===== src/rtl/mod_pkg.sv =====
// Shared definitions for the modulo adder datapath: FSM encodings and default sizing.
// No logic; no latency; no backpressure.
// Consumers import mod_pkg::* and derive their own localparams from the defaults.
package mod_pkg;

  localparam int DEF_WIDTH = 10;
  localparam int DEF_MOD   = 1000;
  localparam int DEF_CHUNK = 2;

  typedef enum logic [1:0] {
    ST_IDLE   = 2'd0,
    ST_ADD    = 2'd1,
    ST_REDUCE = 2'd2,
    ST_DONE   = 2'd3
  } state_t;

endpackage


===== src/rtl/add_chunk.sv =====
// CHUNK-bit ripple-carry adder built from fa cells.
// Combinational, zero latency.
// No backpressure.
module add_chunk #(
  parameter int CHUNK = 2
) (
  input  logic             cin,
  input  logic [CHUNK-1:0] a,
  input  logic [CHUNK-1:0] b,
  output logic [CHUNK-1:0] sum,
  output logic             cout
);

  logic [CHUNK:0] c;

  assign c[0] = cin;

  for (genvar i = 0; i < CHUNK; i++) begin : g_fa
    fa u_fa (
      .a  (a[i]),
      .b  (b[i]),
      .ci (c[i]),
      .s  (sum[i]),
      .co (c[i+1])
    );
  end

  assign cout = c[CHUNK];

endmodule


===== src/rtl/fa.sv =====
// Single-bit full adder cell.
// Combinational, zero latency.
// No backpressure.
module fa (
  input  logic a,
  input  logic b,
  input  logic ci,
  output logic s,
  output logic co
);

  assign s  = a ^ b ^ ci;
  assign co = (a & b) | (ci & (a ^ b));

endmodule


===== src/rtl/seq_mod_adder.sv =====
// Modulo-MOD adder/accumulator: CHUNK bits per cycle through a registered carry, then one -MOD reduction.
// Latency: out_valid rises after edge accept+NCHUNK+1; one op per NCHUNK+3 cycles.
// Backpressure: in_ready low while busy; result held in DONE until out_ready.
module seq_mod_adder
  import mod_pkg::*;
#(
  parameter int WIDTH = DEF_WIDTH,
  parameter int MOD   = DEF_MOD,
  parameter int CHUNK = DEF_CHUNK
) (
  input  logic             clk,
  input  logic             rst,
  input  logic             in_valid,
  output logic             in_ready,
  input  logic [WIDTH-1:0] a,
  input  logic [WIDTH-1:0] b,
  input  logic             acc_mode,
  input  logic             acc_clr,
  output logic             out_valid,
  input  logic             out_ready,
  output logic [WIDTH-1:0] result,
  output logic [WIDTH:0]   raw_sum,
  output logic             wrapped,
  output logic             range_err
);

  localparam int NCHUNK = WIDTH / CHUNK;
  localparam int IDXW   = (NCHUNK > 1) ? $clog2(NCHUNK) : 1;
  localparam logic [WIDTH:0]   MOD_W    = (WIDTH+1)'(MOD);
  localparam logic [IDXW-1:0]  LAST_IDX = IDXW'(NCHUNK - 1);

  state_t            state_q;
  logic [IDXW-1:0]   idx_q;
  logic [WIDTH-1:0]  a_q, b_q, acc_q, result_q;
  logic [WIDTH:0]    sum_q, raw_sum_q;
  logic              carry_q, rerr_pend_q;
  logic              wrapped_q, range_err_q, out_valid_q, in_ready_q;

  logic [CHUNK-1:0]  sl_a_d, sl_b_d, sl_s_d;
  logic              sl_c_d;
  logic [WIDTH:0]    sum_d, diff_d;
  logic [WIDTH-1:0]  b_eff_d, result_d;
  logic              wrapped_d, rerr_d;

  // One shared chunk adder; idx_q steers which operand slice feeds it.
  always_comb begin
    sl_a_d = '0;
    sl_b_d = '0;
    for (int i = 0; i < NCHUNK; i++) begin
      if (idx_q == IDXW'(i)) begin
        sl_a_d = a_q[i*CHUNK +: CHUNK];
        sl_b_d = b_q[i*CHUNK +: CHUNK];
      end
    end
  end

  add_chunk #(.CHUNK(CHUNK)) u_add (
    .cin  (carry_q),
    .a    (sl_a_d),
    .b    (sl_b_d),
    .sum  (sl_s_d),
    .cout (sl_c_d)
  );

  always_comb begin
    sum_d = sum_q;
    for (int i = 0; i < NCHUNK; i++) begin
      if (idx_q == IDXW'(i)) sum_d[i*CHUNK +: CHUNK] = sl_s_d;
    end
    if (idx_q == LAST_IDX) sum_d[WIDTH] = sl_c_d;
  end

  always_comb begin
    b_eff_d   = acc_mode ? acc_q : b;
    rerr_d    = ({1'b0, a} >= MOD_W) | ({1'b0, b_eff_d} >= MOD_W);
    diff_d    = sum_q - MOD_W;
    wrapped_d = (sum_q >= MOD_W);
    result_d  = wrapped_d ? diff_d[WIDTH-1:0] : sum_q[WIDTH-1:0];
  end

  always_ff @(posedge clk) begin
    if (rst) begin
      state_q     <= ST_IDLE;
      idx_q       <= '0;
      a_q         <= '0;
      b_q         <= '0;
      acc_q       <= '0;
      result_q    <= '0;
      sum_q       <= '0;
      raw_sum_q   <= '0;
      carry_q     <= 1'b0;
      rerr_pend_q <= 1'b0;
      wrapped_q   <= 1'b0;
      range_err_q <= 1'b0;
      out_valid_q <= 1'b0;
      in_ready_q  <= 1'b1;
    end else begin
      // Clear first so the REDUCE write below takes priority on the same edge.
      if (acc_clr) acc_q <= '0;
      case (state_q)
        ST_IDLE: begin
          if (in_valid) begin
            a_q         <= a;
            b_q         <= b_eff_d;
            carry_q     <= 1'b0;
            idx_q       <= '0;
            sum_q       <= '0;
            rerr_pend_q <= rerr_d;
            in_ready_q  <= 1'b0;
            state_q     <= ST_ADD;
          end
        end
        ST_ADD: begin
          sum_q   <= sum_d;
          carry_q <= sl_c_d;
          if (idx_q == LAST_IDX) begin
            idx_q   <= '0;
            state_q <= ST_REDUCE;
          end else begin
            idx_q <= idx_q + IDXW'(1);
          end
        end
        ST_REDUCE: begin
          raw_sum_q   <= sum_q;
          result_q    <= result_d;
          wrapped_q   <= wrapped_d;
          range_err_q <= rerr_pend_q;
          acc_q       <= result_d;
          out_valid_q <= 1'b1;
          state_q     <= ST_DONE;
        end
        ST_DONE: begin
          if (out_ready) begin
            out_valid_q <= 1'b0;
            in_ready_q  <= 1'b1;
            state_q     <= ST_IDLE;
          end
        end
        default: begin
          in_ready_q <= 1'b1;
          state_q    <= ST_IDLE;
        end
      endcase
    end
  end

  assign in_ready  = in_ready_q;
  assign out_valid = out_valid_q;
  assign result    = result_q;
  assign raw_sum   = raw_sum_q;
  assign wrapped   = wrapped_q;
  assign range_err = range_err_q;

endmodule


===== config.mk =====
export PLATFORM = sky130hd
export DESIGN_NAME = seq_mod_adder
export DESIGN_NICKNAME = d
export VERILOG_FILES = /design/src/rtl/mod_pkg.sv /design/src/rtl/add_chunk.sv /design/src/rtl/fa.sv /design/src/rtl/seq_mod_adder.sv
export SDC_FILE = /design/constraint.sdc
export NUM_CORES = 1
export LEC_CHECK = 0
export CELL_PAD_IN_SITES_DETAIL_PLACEMENT = 1
export CELL_PAD_IN_SITES_GLOBAL_PLACEMENT = 1
export CORE_ASPECT_RATIO = 1.25
export CORE_MARGIN = 3
export CORE_UTILIZATION = 43
export DETAILED_ROUTE_END_ITERATION = 6
export PLACE_DENSITY_LB_ADDON = 0.1
export SLEW_MARGIN = 25
export SYNTH_ARGS = -nofsm -noshare
export SYNTH_HDL_FRONTEND = slang
export SYNTH_SLANG_ARGS = --single-unit

===== constraint.sdc =====
create_clock -name clk -period 4.2 [get_ports clk]
set_clock_uncertainty 0.1 [all_clocks]
set_input_delay 0.84 -clock clk [delete_from_list [all_inputs] [get_ports clk]]
set_output_delay 0.84 -clock clk [all_outputs]
set_load 0.03 [all_outputs]

==> impl_metrics.csv <==
group,metric,value,unit
outcome,status,"complete, no violations",
floorplan,start_util,44.7,%
cells_and_area,area.growth.synth_to_final,21.6,%
routing,wl_per_cell,16.5,um
placement,place_inst,519,
logic_synthesis,synthesis.nets,443,
clock_network,htreeDepth,3,
clock_network,clk_pin_slew,0.08,ns
logic_synthesis,synthFlopType,"dfxtp_1",
floorplan,io_pins,51,
logic_synthesis,syn_area,0.00333,mm^2
clock_network,cts_tree,"yes",
floorplan,dieHeight,104,um
logic_synthesis,syn_inst,404,
clock_network,clkSinkCount,70,
setup_path,cp-end-kind,"register",
setup_path,reg2reg_setup_slack,1.16,ns
power_and_ir_drop,power_density,514,mW/mm^2
floorplan,die_area,0.00883,mm^2
logic_synthesis,synth_top_area_cell,"dfxtp_1",
setup_path,reg2reg_depth,10,
power_and_ir_drop,power.total,0.00208,W
timing,max_slew_margin,49.2,%
timing,hold_viol_final,0,
floorplan,core_area,0.00744,mm^2
setup_path,startpoint,"idx_q[0]",
cells_and_area,final_util,54.3,%
cells_and_area,fillers,904,
global_route,antenna_found_initial,0,
setup_path,crit_type,"register to register",
cells_and_area,drive_above_1_share,5.64,%
timing,maxClockFrequency,329,MHz
logic_synthesis,synth_most_common_cell,"dfxtp_1",
timing,worst_pin_slew,0.761,ns
clock_network,post-cts-setup-buffers,0,
cells_and_area,fin_cells,535,
logic_synthesis,synth_common_cells,"70 x dfxtp_1, 55 x nor2_1, 50 x nand2_1",
placement,routabilityCongestion,0.833,
cells_and_area,multiInputGateArea,0.00174,mm^2
logic_synthesis,synth_top_area_share,42.1,%
routing,dr_total_vias,2952,
setup_path,crit-reg2reg-launch,"idx_q[0]",
timing,setup_violations,0,
setup_path,endpoint,"sum_q[9]",
routing,vias_per_cell,5.52,
timing,grt_setup_unrepaired,"no",
setup_path,r2r_end,"sum_q[9]",
placement,place_hpwl,6320,um
global_route,grt_max_degree,50,
global_route,grt_pass1_wl,15100,um
clock_network,clockRootBuffer,"clkbuf_8",
timing,min_period_over_period,72.5,%
routing,drtAntennaViolNets,0,
routing,wl,8820,um
logic_synthesis,yosysSeqAreaShare,42.1,%
timing,fin_crit,3.04,ns
hold_path,min_path_type,"register to register",
power_and_ir_drop,leakage,1.50,nW
global_route,grt.overflow.total,0,
floorplan,die_x,84.7,um
timing,slew_violations,0,
cells_and_area,nets,477,
logic_synthesis,synthTopCellsByArea,"dfxtp_1 42%, mux2i_1 6.9%, a21oi_1 6.6%",
clock_network,cts_resized,0,
cells_and_area,regArea,0.00140,mm^2
logic_synthesis,syn_avg_cell_area,8.23,um^2
cells_and_area,n_antenna_cell,0,
timing,tns,0,ns
clock_network,clockBufferDepth,2,
floorplan,rows,35,
routing,first_pass_iters,4,
setup_path,critPathMaxFanout,9,
logic_synthesis,synth_cell_type_count,44,
logic_synthesis,synth_edf_count,0,
routing,first_iter_violations,133,
clock_network,clock_latency,0.36,ns
global_route,track_usage,21.0,%
clock_network,holdBufCountCts,0,
routing,drc,0,
logic_synthesis,async_flop_share,0,%
setup_path,cp.arrival,3.24,ns
setup_path,required,4.39,ns
logic_synthesis,synth_seq_cells,70,
placement,io_buffers,50,
clock_network,numCtsBuffers,9,
flow_run,drv_cap,0,
logic_synthesis,yosysWarnings,0,
power_and_ir_drop,ir_drop,303,uV
setup_path,startpoint_type,"register",
global_route,grt_pass1_vias,3067,
[cells by family after synthesis]
kind of cell	after synthesis	share of synthesized area (%)
buf+inv	45	5.45
simple gates	148	20.2
flops	70	42.1
fa+ha+maj	13	5.34
mux	23	6.92
xor+xnor	2	0.527
compound gates	103	19.4
[sequential cells by signal (all words and copies together), names as in the netlist]
register / flops
a_q: 10
carry_q: 1
result: 10
out_valid: 1
range_err: 1
acc_q: 10
idx_q: 3
b_q: 10
wrapped: 1
rerr_pend_q: 1
in_ready: 1
state_q: 2
sum_q: 11
raw_sum: 8
[how the worst min path moves through the flow]
| stage | start | endpoint | slack (ns) | cells after the start |
|---|---|---|---|---|
| floorplan | acc_q[0] | acc_q[0] | 0.34 | 2 |
| global placement | acc_q[2] | acc_q[2] | 0.34 | 2 |
| detailed placement | acc_q[0] | acc_q[0] | 0.35 | 2 |
| CTS | acc_q[0] | acc_q[0] | 0.36 | 2 |
| global route | a_q[5] | a_q[5] | 0.38 | 2 |
| finish | acc_q[0] | acc_q[0] | 0.36 | 2 |
[per-stage QoR]
step | area, um^2 | hold slack (ns) | setup slack, ns
floorplan | 3330 | 0.336 | 1.48
global placement | 3840 | 0.342 | 1.32
detailed placement | 3840 | 0.350 | 1.23
CTS | 4040 | 0.362 | 1.15
global route | 4040 | 0.381 | 0.858
finish | 4040 | 0.363 | 1.16
[final cells by class]
cell class	instances	share of cell area, %
clock buffers	10	3.40
clock inverters	6	1.67
inverters	14	1.30
multi-input cells	289	43.1
flip-flops and latches	70	34.7
well taps	92	2.85
repair buffers	54	13.0
[cell usage in the layout, fill, tap and decap left out, types with 4 or more instances in the layout]
cell / count
dfxtp_1: 70
nor2_1: 55
nand2_1: 50
clkdlybuf4s50_1: 49
a21oi_1: 44
mux2i_1: 23
o21ai_0: 18
a211oi_1: 15
inv_1: 13
ha_1: 11
nand2b_1: 10
clkbuf_8: 10
and3_1: 6
nand3_1: 6
nor3_1: 5
a221o_1: 4
a22oi_1: 4
a32oi_1: 4
buf_4: 4
[metal layers]
metal  up-vias  GRT usage, %  share of wire (%)
met4         0          7.81                1.5
met3        11          3.41                2.2
met2        37          35.5                 50
li1       1474             -                  -
met1      1430          26.6                 46
met5         -             0                  0
[report_power, final]
group	switching [W]	total, W	internal [W]	leakage, nW
logic	0.000433	0.000690	0.000258	0.836
registers	0.0000663	0.000819	0.000752	0.569
clock network	0.000277	0.000570	0.000293	0.0993
[critical path, cell delays in order, from the launching register on]
cell and delay [ns]:
dfxtp_1 0.40, ha_1 0.19, ha_1 0.31, nor2b_1 0.30
a221o_1 0.22, a21oi_1 0.06, fa_1 0.42, fa_1 0.47
nor2_1 0.25, a32oi_1 0.14, nor2_1 0.11
Note: power is estimated with default switching activity, not from simulation.
